--- src/rtl/intr_ctrl_pkg.sv ---
// Shared definitions for the interrupt controller: FSM encoding, register map
// and STATUS field layout.
package intr_ctrl_pkg;

  typedef enum logic [1:0] {
    ST_IDLE    = 2'd0,
    ST_REQ     = 2'd1,
    ST_SERVICE = 2'd2
  } intr_state_e;

  localparam logic [1:0] ADDR_ENABLE   = 2'd0;
  localparam logic [1:0] ADDR_PENDING  = 2'd1;
  localparam logic [1:0] ADDR_VEC_BASE = 2'd2;
  localparam logic [1:0] ADDR_STATUS   = 2'd3;

  localparam int GIE_BIT          = 31;
  localparam int STATUS_STATE_LSB = 0;
  localparam int STATUS_ID_LSB    = 8;
  localparam int STATUS_ID_W      = 5;

  function automatic logic [31:0] pack_status(intr_state_e st, logic [STATUS_ID_W-1:0] id);
    return (32'(st) << STATUS_STATE_LSB) | (32'(id) << STATUS_ID_LSB);
  endfunction

endpackage

--- src/rtl/intr_ctrl_if.sv ---
// Core-facing bus of the interrupt controller: configuration port plus the
// request/acknowledge/done handshake.
interface intr_ctrl_if #(
  parameter int ID_W = 3
);
  // Handshake: irq_req_o stays high with irq_id_o/irq_vector_o stable until the
  // core samples it with irq_ack_i=1 on a rising clk edge (or the controller
  // withdraws it); irq_done_i then closes the service window. Acks outside a
  // request and dones outside service are ignored.
  logic            cfg_we_i;
  logic [1:0]      cfg_addr_i;
  logic [31:0]     cfg_wdata_i;
  logic [31:0]     cfg_rdata_o;
  logic            irq_req_o;
  logic [ID_W-1:0] irq_id_o;
  logic [31:0]     irq_vector_o;
  logic            irq_ack_i;
  logic            irq_done_i;

  modport master (
    output cfg_we_i, cfg_addr_i, cfg_wdata_i, irq_ack_i, irq_done_i,
    input  cfg_rdata_o, irq_req_o, irq_id_o, irq_vector_o
  );

  modport slave (
    input  cfg_we_i, cfg_addr_i, cfg_wdata_i, irq_ack_i, irq_done_i,
    output cfg_rdata_o, irq_req_o, irq_id_o, irq_vector_o
  );

endinterface

--- src/rtl/intr_prio_enc.sv ---
// Combinational lowest-index-wins priority encoder.
module intr_prio_enc #(
  parameter int NUM_SRC = 8,
  parameter int ID_W    = 3
) (
  input  logic [NUM_SRC-1:0] req_i,
  output logic [ID_W-1:0]    idx_o,
  output logic               valid_o
);

  // Scanning downward lets the lowest set index overwrite any higher one.
  always_comb begin
    idx_o   = '0;
    valid_o = 1'b0;
    for (int i = NUM_SRC - 1; i >= 0; i--) begin
      if (req_i[i]) begin
        idx_o   = ID_W'(i);
        valid_o = 1'b1;
      end
    end
  end

endmodule

--- src/rtl/intr_ctrl.sv ---
// Edge-triggered interrupt controller: synchronizes source lines, latches
// pending edges and hands the lowest enabled one to the core, one at a time.
module intr_ctrl
  import intr_ctrl_pkg::*;
#(
  parameter int NUM_SRC = 8,
  parameter int ID_W    = 3
) (
  input  logic               clk,
  input  logic               reset,
  input  logic [NUM_SRC-1:0] irq_i,
  intr_ctrl_if.slave         bus,
  output intr_state_e        dbg_state_o
);

  logic [NUM_SRC-1:0] sync1_q, sync2_q, hist_q, edge_det;
  logic [NUM_SRC-1:0] en_q, pend_q, pend_d, masked;
  logic [NUM_SRC-1:0] clr_w1c, clr_ack;
  logic               gie_q;
  logic [31:0]        vec_q;
  intr_state_e        state_q, state_d;
  logic [ID_W-1:0]    id_q, id_d, enc_idx;
  logic               enc_valid, req_q, req_d, ack_fire, id_live;
  logic               wr_en, wr_pend, wr_vec;

  // Lines are asynchronous; hist_q resets to 0 so a line already high at
  // reset release still registers as an edge.
  always_ff @(posedge clk or posedge reset) begin
    if (reset) begin
      sync1_q <= '0;
      sync2_q <= '0;
      hist_q  <= '0;
    end else begin
      sync1_q <= irq_i;
      sync2_q <= sync1_q;
      hist_q  <= sync2_q;
    end
  end

  assign edge_det = sync2_q & ~hist_q;

  assign wr_en   = bus.cfg_we_i && (bus.cfg_addr_i == ADDR_ENABLE);
  assign wr_pend = bus.cfg_we_i && (bus.cfg_addr_i == ADDR_PENDING);
  assign wr_vec  = bus.cfg_we_i && (bus.cfg_addr_i == ADDR_VEC_BASE);

  // A fresh edge outranks any clear in the same cycle.
  always_comb begin
    clr_w1c = wr_pend ? bus.cfg_wdata_i[NUM_SRC-1:0] : '0;
    clr_ack = '0;
    if (ack_fire) clr_ack[id_q] = 1'b1;
    pend_d = (pend_q & ~(clr_w1c | clr_ack)) | edge_det;
  end

  always_ff @(posedge clk or posedge reset) begin
    if (reset) begin
      en_q   <= '0;
      gie_q  <= 1'b0;
      vec_q  <= '0;
      pend_q <= '0;
    end else begin
      if (wr_en) begin
        en_q  <= bus.cfg_wdata_i[NUM_SRC-1:0];
        gie_q <= bus.cfg_wdata_i[GIE_BIT];
      end
      if (wr_vec) vec_q <= {bus.cfg_wdata_i[31:2], 2'b00};
      pend_q <= pend_d;
    end
  end

  assign masked = pend_q & en_q;

  intr_prio_enc #(
    .NUM_SRC (NUM_SRC),
    .ID_W    (ID_W)
  ) u_prio (
    .req_i   (masked),
    .idx_o   (enc_idx),
    .valid_o (enc_valid)
  );

  assign id_live = gie_q && pend_q[id_q] && en_q[id_q];

  always_ff @(posedge clk or posedge reset) begin
    if (reset) begin
      state_q <= ST_IDLE;
      id_q    <= '0;
      req_q   <= 1'b0;
    end else begin
      state_q <= state_d;
      id_q    <= id_d;
      req_q   <= req_d;
    end
  end

  // Ack is checked before the withdraw condition so a coincident ack wins.
  always_comb begin
    state_d = state_q;
    case (state_q)
      ST_IDLE: begin
        if (gie_q && enc_valid) state_d = ST_REQ;
      end
      ST_REQ: begin
        if (bus.irq_ack_i)  state_d = ST_SERVICE;
        else if (!id_live)  state_d = ST_IDLE;
      end
      ST_SERVICE: begin
        if (bus.irq_done_i) state_d = ST_IDLE;
      end
      default: state_d = ST_IDLE;
    endcase
  end

  always_comb begin
    ack_fire = (state_q == ST_REQ) && bus.irq_ack_i;
    req_d    = (state_d == ST_REQ);
    id_d     = id_q;
    if ((state_q == ST_IDLE) && (state_d == ST_REQ)) id_d = enc_idx;
  end

  always_comb begin
    bus.cfg_rdata_o = '0;
    case (bus.cfg_addr_i)
      ADDR_ENABLE: begin
        bus.cfg_rdata_o[NUM_SRC-1:0] = en_q;
        bus.cfg_rdata_o[GIE_BIT]     = gie_q;
      end
      ADDR_PENDING:  bus.cfg_rdata_o[NUM_SRC-1:0] = pend_q;
      ADDR_VEC_BASE: bus.cfg_rdata_o = vec_q;
      ADDR_STATUS:   bus.cfg_rdata_o = pack_status(state_q, STATUS_ID_W'(id_q));
      default:       bus.cfg_rdata_o = '0;
    endcase
  end

  assign bus.irq_req_o    = req_q;
  assign bus.irq_id_o     = id_q;
  assign bus.irq_vector_o = vec_q + (32'(id_q) << 2);
  assign dbg_state_o      = state_q;

endmodule

--- src/flat_wrapper.sv ---
// flat-port wrapper written by rule: the top's interface ports become plain ports
module intr_ctrl_flat import intr_ctrl_pkg::*;
#(
  parameter int NUM_SRC = 8,
  parameter int ID_W    = 3
)
  (clk, reset, irq_i, dbg_state_o, bus_cfg_we_i, bus_cfg_addr_i, bus_cfg_wdata_i, bus_irq_ack_i, bus_irq_done_i, bus_cfg_rdata_o, bus_irq_req_o, bus_irq_id_o, bus_irq_vector_o);
  intr_ctrl_if #(.ID_W(ID_W)) bus_i ();
  input  logic clk;
  input  logic reset;
  input  logic [NUM_SRC-1:0] irq_i;
  output intr_state_e dbg_state_o;
  input wire logic [$bits(bus_i.cfg_we_i)-1:0] bus_cfg_we_i;
  input wire logic [$bits(bus_i.cfg_addr_i)-1:0] bus_cfg_addr_i;
  input wire logic [$bits(bus_i.cfg_wdata_i)-1:0] bus_cfg_wdata_i;
  input wire logic [$bits(bus_i.irq_ack_i)-1:0] bus_irq_ack_i;
  input wire logic [$bits(bus_i.irq_done_i)-1:0] bus_irq_done_i;
  output wire logic [$bits(bus_i.cfg_rdata_o)-1:0] bus_cfg_rdata_o;
  output wire logic [$bits(bus_i.irq_req_o)-1:0] bus_irq_req_o;
  output wire logic [$bits(bus_i.irq_id_o)-1:0] bus_irq_id_o;
  output wire logic [$bits(bus_i.irq_vector_o)-1:0] bus_irq_vector_o;
  assign bus_i.cfg_we_i = bus_cfg_we_i;
  assign bus_i.cfg_addr_i = bus_cfg_addr_i;
  assign bus_i.cfg_wdata_i = bus_cfg_wdata_i;
  assign bus_i.irq_ack_i = bus_irq_ack_i;
  assign bus_i.irq_done_i = bus_irq_done_i;
  assign bus_cfg_rdata_o = bus_i.cfg_rdata_o;
  assign bus_irq_req_o = bus_i.irq_req_o;
  assign bus_irq_id_o = bus_i.irq_id_o;
  assign bus_irq_vector_o = bus_i.irq_vector_o;
  intr_ctrl #(.NUM_SRC(NUM_SRC), .ID_W(ID_W)) u_core (.clk(clk), .reset(reset), .irq_i(irq_i), .bus(bus_i), .dbg_state_o(dbg_state_o));
endmodule
--- config.mk ---
export PLATFORM = sky130hd
export DESIGN_NAME = intr_ctrl_flat
export DESIGN_NICKNAME = d
export VERILOG_FILES = /design/src/rtl/intr_ctrl_pkg.sv /design/src/rtl/intr_ctrl_if.sv /design/src/rtl/intr_prio_enc.sv /design/src/rtl/intr_ctrl.sv /design/src/flat_wrapper.sv
export SDC_FILE = /design/constraint.sdc
export NUM_CORES = 1
export LEC_CHECK = 0
export ABC_AREA = 1
export CAP_MARGIN = 25
export CELL_PAD_IN_SITES_DETAIL_PLACEMENT = 1
export CELL_PAD_IN_SITES_GLOBAL_PLACEMENT = 1
export CORE_ASPECT_RATIO = 1.1
export CORE_UTILIZATION = 36
export CTS_BUF_LIST = sky130_fd_sc_hd__clkbuf_8
export DETAILED_ROUTE_END_ITERATION = 12
export PLACE_DENSITY = 0.89
export SYNTH_ARGS = -nofsm -noshare
export SYNTH_HDL_FRONTEND = slang
export SYNTH_SLANG_ARGS = --single-unit
--- constraint.sdc ---
create_clock -name clk -period 3 [get_ports clk]
set_input_delay 0.3 -clock clk [delete_from_list [all_inputs] [get_ports clk]]
set_output_delay 0.3 -clock clk [all_outputs]
set_load 0.005 [all_outputs]
==> impl_results.md, run 1 <==
- Status: complete, no violations
- Most common cell in the netlist: nand2_1
- Final hold vios: 0
- Clk_lat worst skew: 360 ps
- Top FF cell, synth: dfrtp_1
- Hold WS: 349 ps
- Root Driver: clkbuf_8
- Gr ovfl total: 0
- Initial core utilization: 37.0%
- Slew at the pin closest to its max-slew limit: 660 ps
- WP buf/inv: 4
- Site Rows: 41
- Worst-path clk slew: 80 ps
- Die span in y: 116 um
- Setup crit start kind: flop
- Clock Sinks: 77
- # nets final: 723
- Dominant cell type by area after synthesis: dfrtp_1
- Worst Setup End Kind: primary output
- Worst stage delay on the critical path: 520 ps
- Routed Antenna Nets: 0
- Crit share post-route: 95.9%
- Slew headroom: 55.8%
- Synth warn: 0
- Pwr/cell area: 630 mW/mm2
- Core Region: 0.0114 mm2
- Vias in the first global route: 4430
- Avg Inst Size Synth: 7.84 um2
- Ant. Diodes: 0
- First-pass GRT wire length: 22100 um
- Pleak: 0.00286 uW
- Largest family of logic cells by synthesized area: simple AND/OR/NAND/NOR gates
- CTS tree: done
- #FFs+latches synth: 77
- Compound-Gate Fraction of Synth Area: 11.0%
- Commonest cells post-synth: nand2_1 (129), dfrtp_1 (77), inv_1 (75), nor2_1 (65), o21ai_0 (28)
- # Max-Cap Violations: 0
- Top delay family on crit path: buffers and inverters
- Routed WL per cell: 16.8 um
- Initial DRC count: 137
- Setup Viol. Count Final: 0
- Synth Area in Simple Gates: 27.4%
- Port-buffer cells: 114
- Crit path DAT: 2580 ps
- Clock Skews: 11.9 ps
- Post-Syn Area: 0.00423 mm2
- Global-route usage over all layers: 23.7%
- Slew Limit Fails: 0
- Worst path cell trace: ha_2, inv_1, fa_2, inv_2, nand2_2, a21oi_4, buf_6, nand2_4, xor2_1, clkdlybuf4s50_1
- First drt pass iteration count: 4
- CP Max Fanout: 4
- Post-Synth Adder-Cell Area: 1.36%
- CTS buffer count: 9
- VDD IR max: 0.315 mV
- Seq/Total Area, Yosys: 45.5%
- Synth async-reset ratio: 100%
- Fill count: 1385
- Ports placed on the boundary: 117
- R2R Setup Slk: 990 ps
- Syn Inst Count: 540
- Worst path slowest cell: clkdlybuf4s50_1
- Synth top area cells: dfrtp_1 (46%), nand2_1 (11%), inv_1 (6.6%)
- Placed inst area: 0.00553 mm2
- Routability cong.: 0.946
- Vias: 4149
- DRT Wirelength: 13900 um
- Post-route cell area: 0.00594 mm2
- CP required: 2700 ps
- Register area: 0.00193 mm2
- Yosys top cell area share: 45.5%
- Number of synthesized flops with an enable pin: 0
- Crit Path Category: reg2out
- Die X: 105 um
- Die Area: 0.0122 mm2
- Post-route total power: 3740 uW
- Area Growth Syn to Fin: 40.3%
- Largest net degree at the start of global routing: 78
- XOR/XNOR Fraction of Synth Area: 4.55%
- Fin crit period: 2880 ps
- Share of cells above drive strength 1: 11.4%
- DRC viols: 0
- Synth unique cells: 39
- Multiplexer area fraction after synthesis: 0.709%
- Post-DP HPWL: 10400 um
- Htree depth: 3
- Min-delay worst type: in2async
- Final setup TNS: 0 ps
- Antenna violations before repair: 0
- Max Freq: 348 MHz
- Via density: 5.02
- RSZ-0062 raised after global routing: true
- Hold Buf Count CTS: 0
- Area occupied by multi-input gates: 0.00196 mm2
- Clock Path Buffers: 2
## cell families (layout without fill, tap and decap cells)
| logic type | count (synthesis) | count (layout) |
|---|---|---|
| mux | 2 | 2 |
| other cells | 1 | 2 |
| fa+ha+maj | 4 | 4 |
| buf+inv | 94 | 230 |
| xor+xnor | 22 | 22 |
| simple gates | 261 | 261 |
| compound gates | 79 | 79 |
| flops | 77 | 77 |
## timing repair
| action | CTS | global route |
|---|---|---|
| endpoints found under the setup margin | 12 | 23 |
| gates resized for setup | 12 | 18 |
| setup buffers | 7 | 7 |
| pin swaps | 3 | 7 |
| hold endpoints to repair | 0 | 0 |
## layer usage
layer	up-vias	wire length (um)	GRT usage (%)
met5	-	0	0
li1	1974	-	-
met4	0	376	12.1
met1	2005	5590	25.8
met2	142	7380	44.4
met3	28	575	4.16
## tightest hold or removal path, stage by stage
cell and delay [ps]:
clkdlybuf4s50_1 410, inv_2 70, buf_12 340
## final timing paths
kind / start / cells after the start / endpoint
min in group clk: u_core.sync1_q[4] / 0 / u_core.sync2_q[4]
hold / removal: reset / 3 / u_core.sync1_q[7]
setup / recovery: u_core.bus.irq_id_o[0] / 10 / bus_irq_vector_o[10]
max in group asynchronous: reset / 3 / u_core.bus.irq_id_o[2]
hold reg to reg: u_core.sync1_q[4] / 0 / u_core.sync2_q[4]
setup reg to reg: u_core.bus.irq_id_o[0] / 13 / u_core.dbg_state_o[0]
## cells in the final DEF (no fill, tap or decap), types with 9 or more instances in the layout
master / count
clkbuf_8: 11
nand2_1: 126
dfrtp_1: 76
a21oi_1: 24
nand4_1: 9
clkdlybuf4s50_1: 102
o22ai_1: 14
o21ai_0: 28
inv_1: 74
nor2_1: 62
buf_4: 19
nor3_1: 11
nand3_1: 24
xor2_1: 21
## power by group
part	internal [uW]	total, uW	switching (uW)
sequential	1190	1360	170
combinational	689	1480	795
clock	509	901	393
total	2390	3740	1360
## metrics by stage
step / worst slack (ps) / cells / util, %
2_1_floorplan: 733 / 541 / -
3_3_place_gp: 289 / 797 / 48.4
3_5_place_dp: 157 / 797 / 48.4
4_1_cts: -8.02 / 820 / 51.0
5_1_grt: -31.5 / 827 / 51.9
6_report: 122 / 827 / 51.9
## layout make-up
| type | count | share of cell area, % |
|---|---|---|
| clock buffers | 11 | 2.55 |
| inverters | 78 | 4.93 |
| repair buffers | 136 | 22.6 |
| multi-input cells | 370 | 33.1 |
| clock inverters | 5 | 1.26 |
| well taps | 150 | 3.16 |
| flip-flops and latches | 77 | 32.5 |
## sequential cells by signal, indices dropped and copies added (netlist names)
name                  flops
u_core.gie_q              1
u_core.en_q               8
u_core.bus.irq_id_o       3
u_core.dbg_state_o        2
u_core.bus.irq_req_o      1
u_core.sync2_q            8
u_core.sync1_q            8
u_core.vec_q             30
u_core.hist_q             8
u_core.pend_q             8
(Power assumes the default switching activity.)
==> inputs of run 2 (changes only) <==
==> constraint.sdc (replaced) <==
create_clock -name clk -period 3.2 [get_ports clk]
set_input_delay 0.32 -clock clk [delete_from_list [all_inputs] [get_ports clk]]
set_output_delay 0.32 -clock clk [all_outputs]
set_load 0.005 [all_outputs]
==> run 2 against run 1 <==
Compared with the run above: cell area is 2.2% lower; die area stayed put; register-to-register slack better by 530 ps; count of clock-buffer cells in the layout is 1 lower; hold slack better by 4.5 ps; critical path depth is 1 higher; worst setup slack better by 15 ps; highest routed layer unchanged.
==> impl_results.md, run 2 (same netlist as run 1, synthesis figures left out) <==
- Status: complete, no violations
- Global-route usage over all layers: 24.2% (+0.46 points)
- Initial core utilization: 37.0% (unchanged)
- Gr ovfl total: 0 (unchanged)
- Largest net degree at the start of global routing: 43 (-45%)
- Largest reg by FF count: u_core.vec_q
- Met2 wire length: 7290 um (-1.2%)
- Area Growth Syn to Fin: 37.2%
- Worst-path clk slew: 80 ps (about the same)
- # Max-Cap Violations: 0 (unchanged)
- Die Area: 0.0122 mm2 (unchanged)
- Hold EP: u_core.sync2_q[0]
- Port-buffer cells: 114 (unchanged)
- Slew Limit Fails: 0 (unchanged)
- RSZ-0062 raised after global routing: false
- Crit share post-route: 95.7%
- Via density: 4.98 (-0.78%)
- Ant. Diodes: 0 (unchanged)
- Pwr/cell area: 602 mW/mm2 (-4.6%)
- Vias: 4057 (-2.2%)
- Routability cong.: 0.907 (-4.2%)
- Final setup TNS: 0 ps (unchanged)
- Hold depth: 0
- Die X: 105 um (unchanged)
- Min-delay worst type: reg2reg
- Slew headroom: 48.8% (-7.0 points)
- Setup Viol. Count Final: 0 (unchanged)
- Worst r2r dst: u_core.dbg_state_o[0]
- Post-DP HPWL: 10900 um (+5.1%)
- R2R cell count: 10 (-3)
- Die span in y: 116 um (unchanged)
- Met1 wire length: 5700 um (+1.9%)
- Ports placed on the boundary: 117 (unchanged)
- RR Startpoint: u_core.bus.irq_id_o[0]
- Vias in the first global route: 4413 (-0.38%)
- Slew at the pin closest to its max-slew limit: 765 ps (+105 ps)
- Routed WL per cell: 17.2 um (+2.4%)
- Top delay family on crit path: buffers and inverters
- Initial DRC count: 141 (+2.9%)
- Worst setup path start: u_core.vec_q[2]
- First drt pass iteration count: 4 (unchanged)
- Crit path DAT: 2740 ps (+160 ps)
- CTS buffer count: 9 (unchanged)
- Htree depth: 3 (unchanged)
- Most frequent cells in the layout: nand2_1 (127), clkdlybuf4s50_1 (114), dfrtp_1 (77), inv_1 (74), nor2_1 (65)
- Root Driver: clkbuf_8
- Fin crit period: 3060 ps
- Share of cells above drive strength 1: 8.72% (-2.7 points)
- Clock Sinks: 77 (unchanged)
- Max Freq: 327 MHz
- CP Max Fanout: 4 (unchanged)
- # nets final: 711 (-1.7%)
- DRC viols: 0 (unchanged)
- Crit Path Category: reg2out
- CTS tree: done
- Clock Path Buffers: 2 (unchanged)
- Worst Setup End Kind: primary output
- R2R Setup Slk: 1520 ps (+530 ps)
- Core Region: 0.0114 mm2 (unchanged)
- Hold_sp: u_core.sync1_q[0]
- Worst path cell trace: ha_2, inv_1, fa_2, inv_2, nand2_2, a21oi_4, nand2_2, nor2_4, nand2_1, xor2_1, clkdlybuf4s50_1
- DRT Wirelength: 14000 um (+0.87%)
- Worst path slowest cell: clkdlybuf4s50_1
- WP buf/inv: 3 (-1)
- Leading cell type in the layout, fill and taps excluded: nand2_1
- Clock Skews: 10.4 ps (-1.44 ps)
- Routed Antenna Nets: 0 (unchanged)
- Top Layer Used: met4
- First-pass GRT wire length: 22500 um (+1.8%)
- Max reg flops: 30 (unchanged)
- Worst stage delay on the critical path: 510 ps (about the same)
- Final hold vios: 0 (unchanged)
- Setup crit start kind: flop
- Pleak: 0.00273 uW (-4.4%)
- Antenna violations before repair: 0 (unchanged)
- Clk_lat worst skew: 350 ps (about the same)
- Site Rows: 41 (unchanged)
- CP required: 2880 ps (+180 ps)
- VDD IR max: 0.231 mV (-27%)
- Post-route total power: 3490 uW (-6.7%)
- CP dominant cell by count: nand2_2
- Routed wl met3: 484 um (-16%)
## run 2: changes by cell type in the layout (fill, tap and decap cells not counted), sizes merged, moves of 4 or more
cell           before  now
buf                22   10
dlymetal6s2s        8    0
dlygate4sd2         4    0
clkdlybuf4s50     102  114
## run 2: metal layers
layer  up-vias  GRT usage [%]
met5         -              0
met4         0           14.1
met3        35           3.09
met2       119           44.2
met1      1953           27.3
li1       1950              -
## run 2: worst register-to-register path: stages (launching register included)
cell,delay [ps]
dfrtp_1,360
buf_4,230
clkinv_1,310
nand2_1,140
nand3_1,130
nand2_1,80
inv_1,40
nand2_1,50
nor2_1,40
nand2_1,100
a21oi_1,90
## run 2: layout make-up
type / count / area (um2)
multi-input cells: 370 / 1930
inverters: 78 / 293
clock inverters: 6 / 103
fillers: 1411 / 5630
repair buffers: 124 / 1230
flip-flops and latches: 77 / 1930
well taps: 150 / 188
clock buffers: 10 / 138
## run 2: through the flow
stage	instance area [um2]	util [%]	worst slack, ps	cells	hold WS (ps)
final	5810	50.8	137	815	353
after global routing	5810	50.8	5.42	815	363
after CTS	5780	50.5	0.392	813	356
after detailed placement	5530	48.4	347	797	337
after global placement	5530	48.4	474	797	333
after floorplan	4240	-	913	541	331
## run 2: worst max-delay path by stage
stage | end | slack [ps] | depth (start not counted)
6_report | bus_irq_vector_o[16] | 140 | 11
2_1_floorplan | u_core.bus.irq_id_o[0] | 910 | 1
5_1_grt | bus_irq_vector_o[24] | 5 | 11
4_1_cts | bus_irq_vector_o[16] | 0.4 | 11
3_5_place_dp | bus_irq_vector_o[16] | 350 | 11
3_3_place_gp | bus_irq_vector_o[16] | 470 | 11
## run 2: power breakdown
group / total, uW / switching (uW) / internal, uW
sequential: 1260 / 146 / 1110
clock: 896 / 363 / 533
combinational: 1340 / 733 / 606
## run 2: timing repair
item | 4_1_cts | 5_1_grt
gates resized for setup | 1 | 7
pin swaps | 0 | 5
setup endpoints to repair | 3 | 10
setup buffers | 0 | 2
hold buffers | 0 | 0
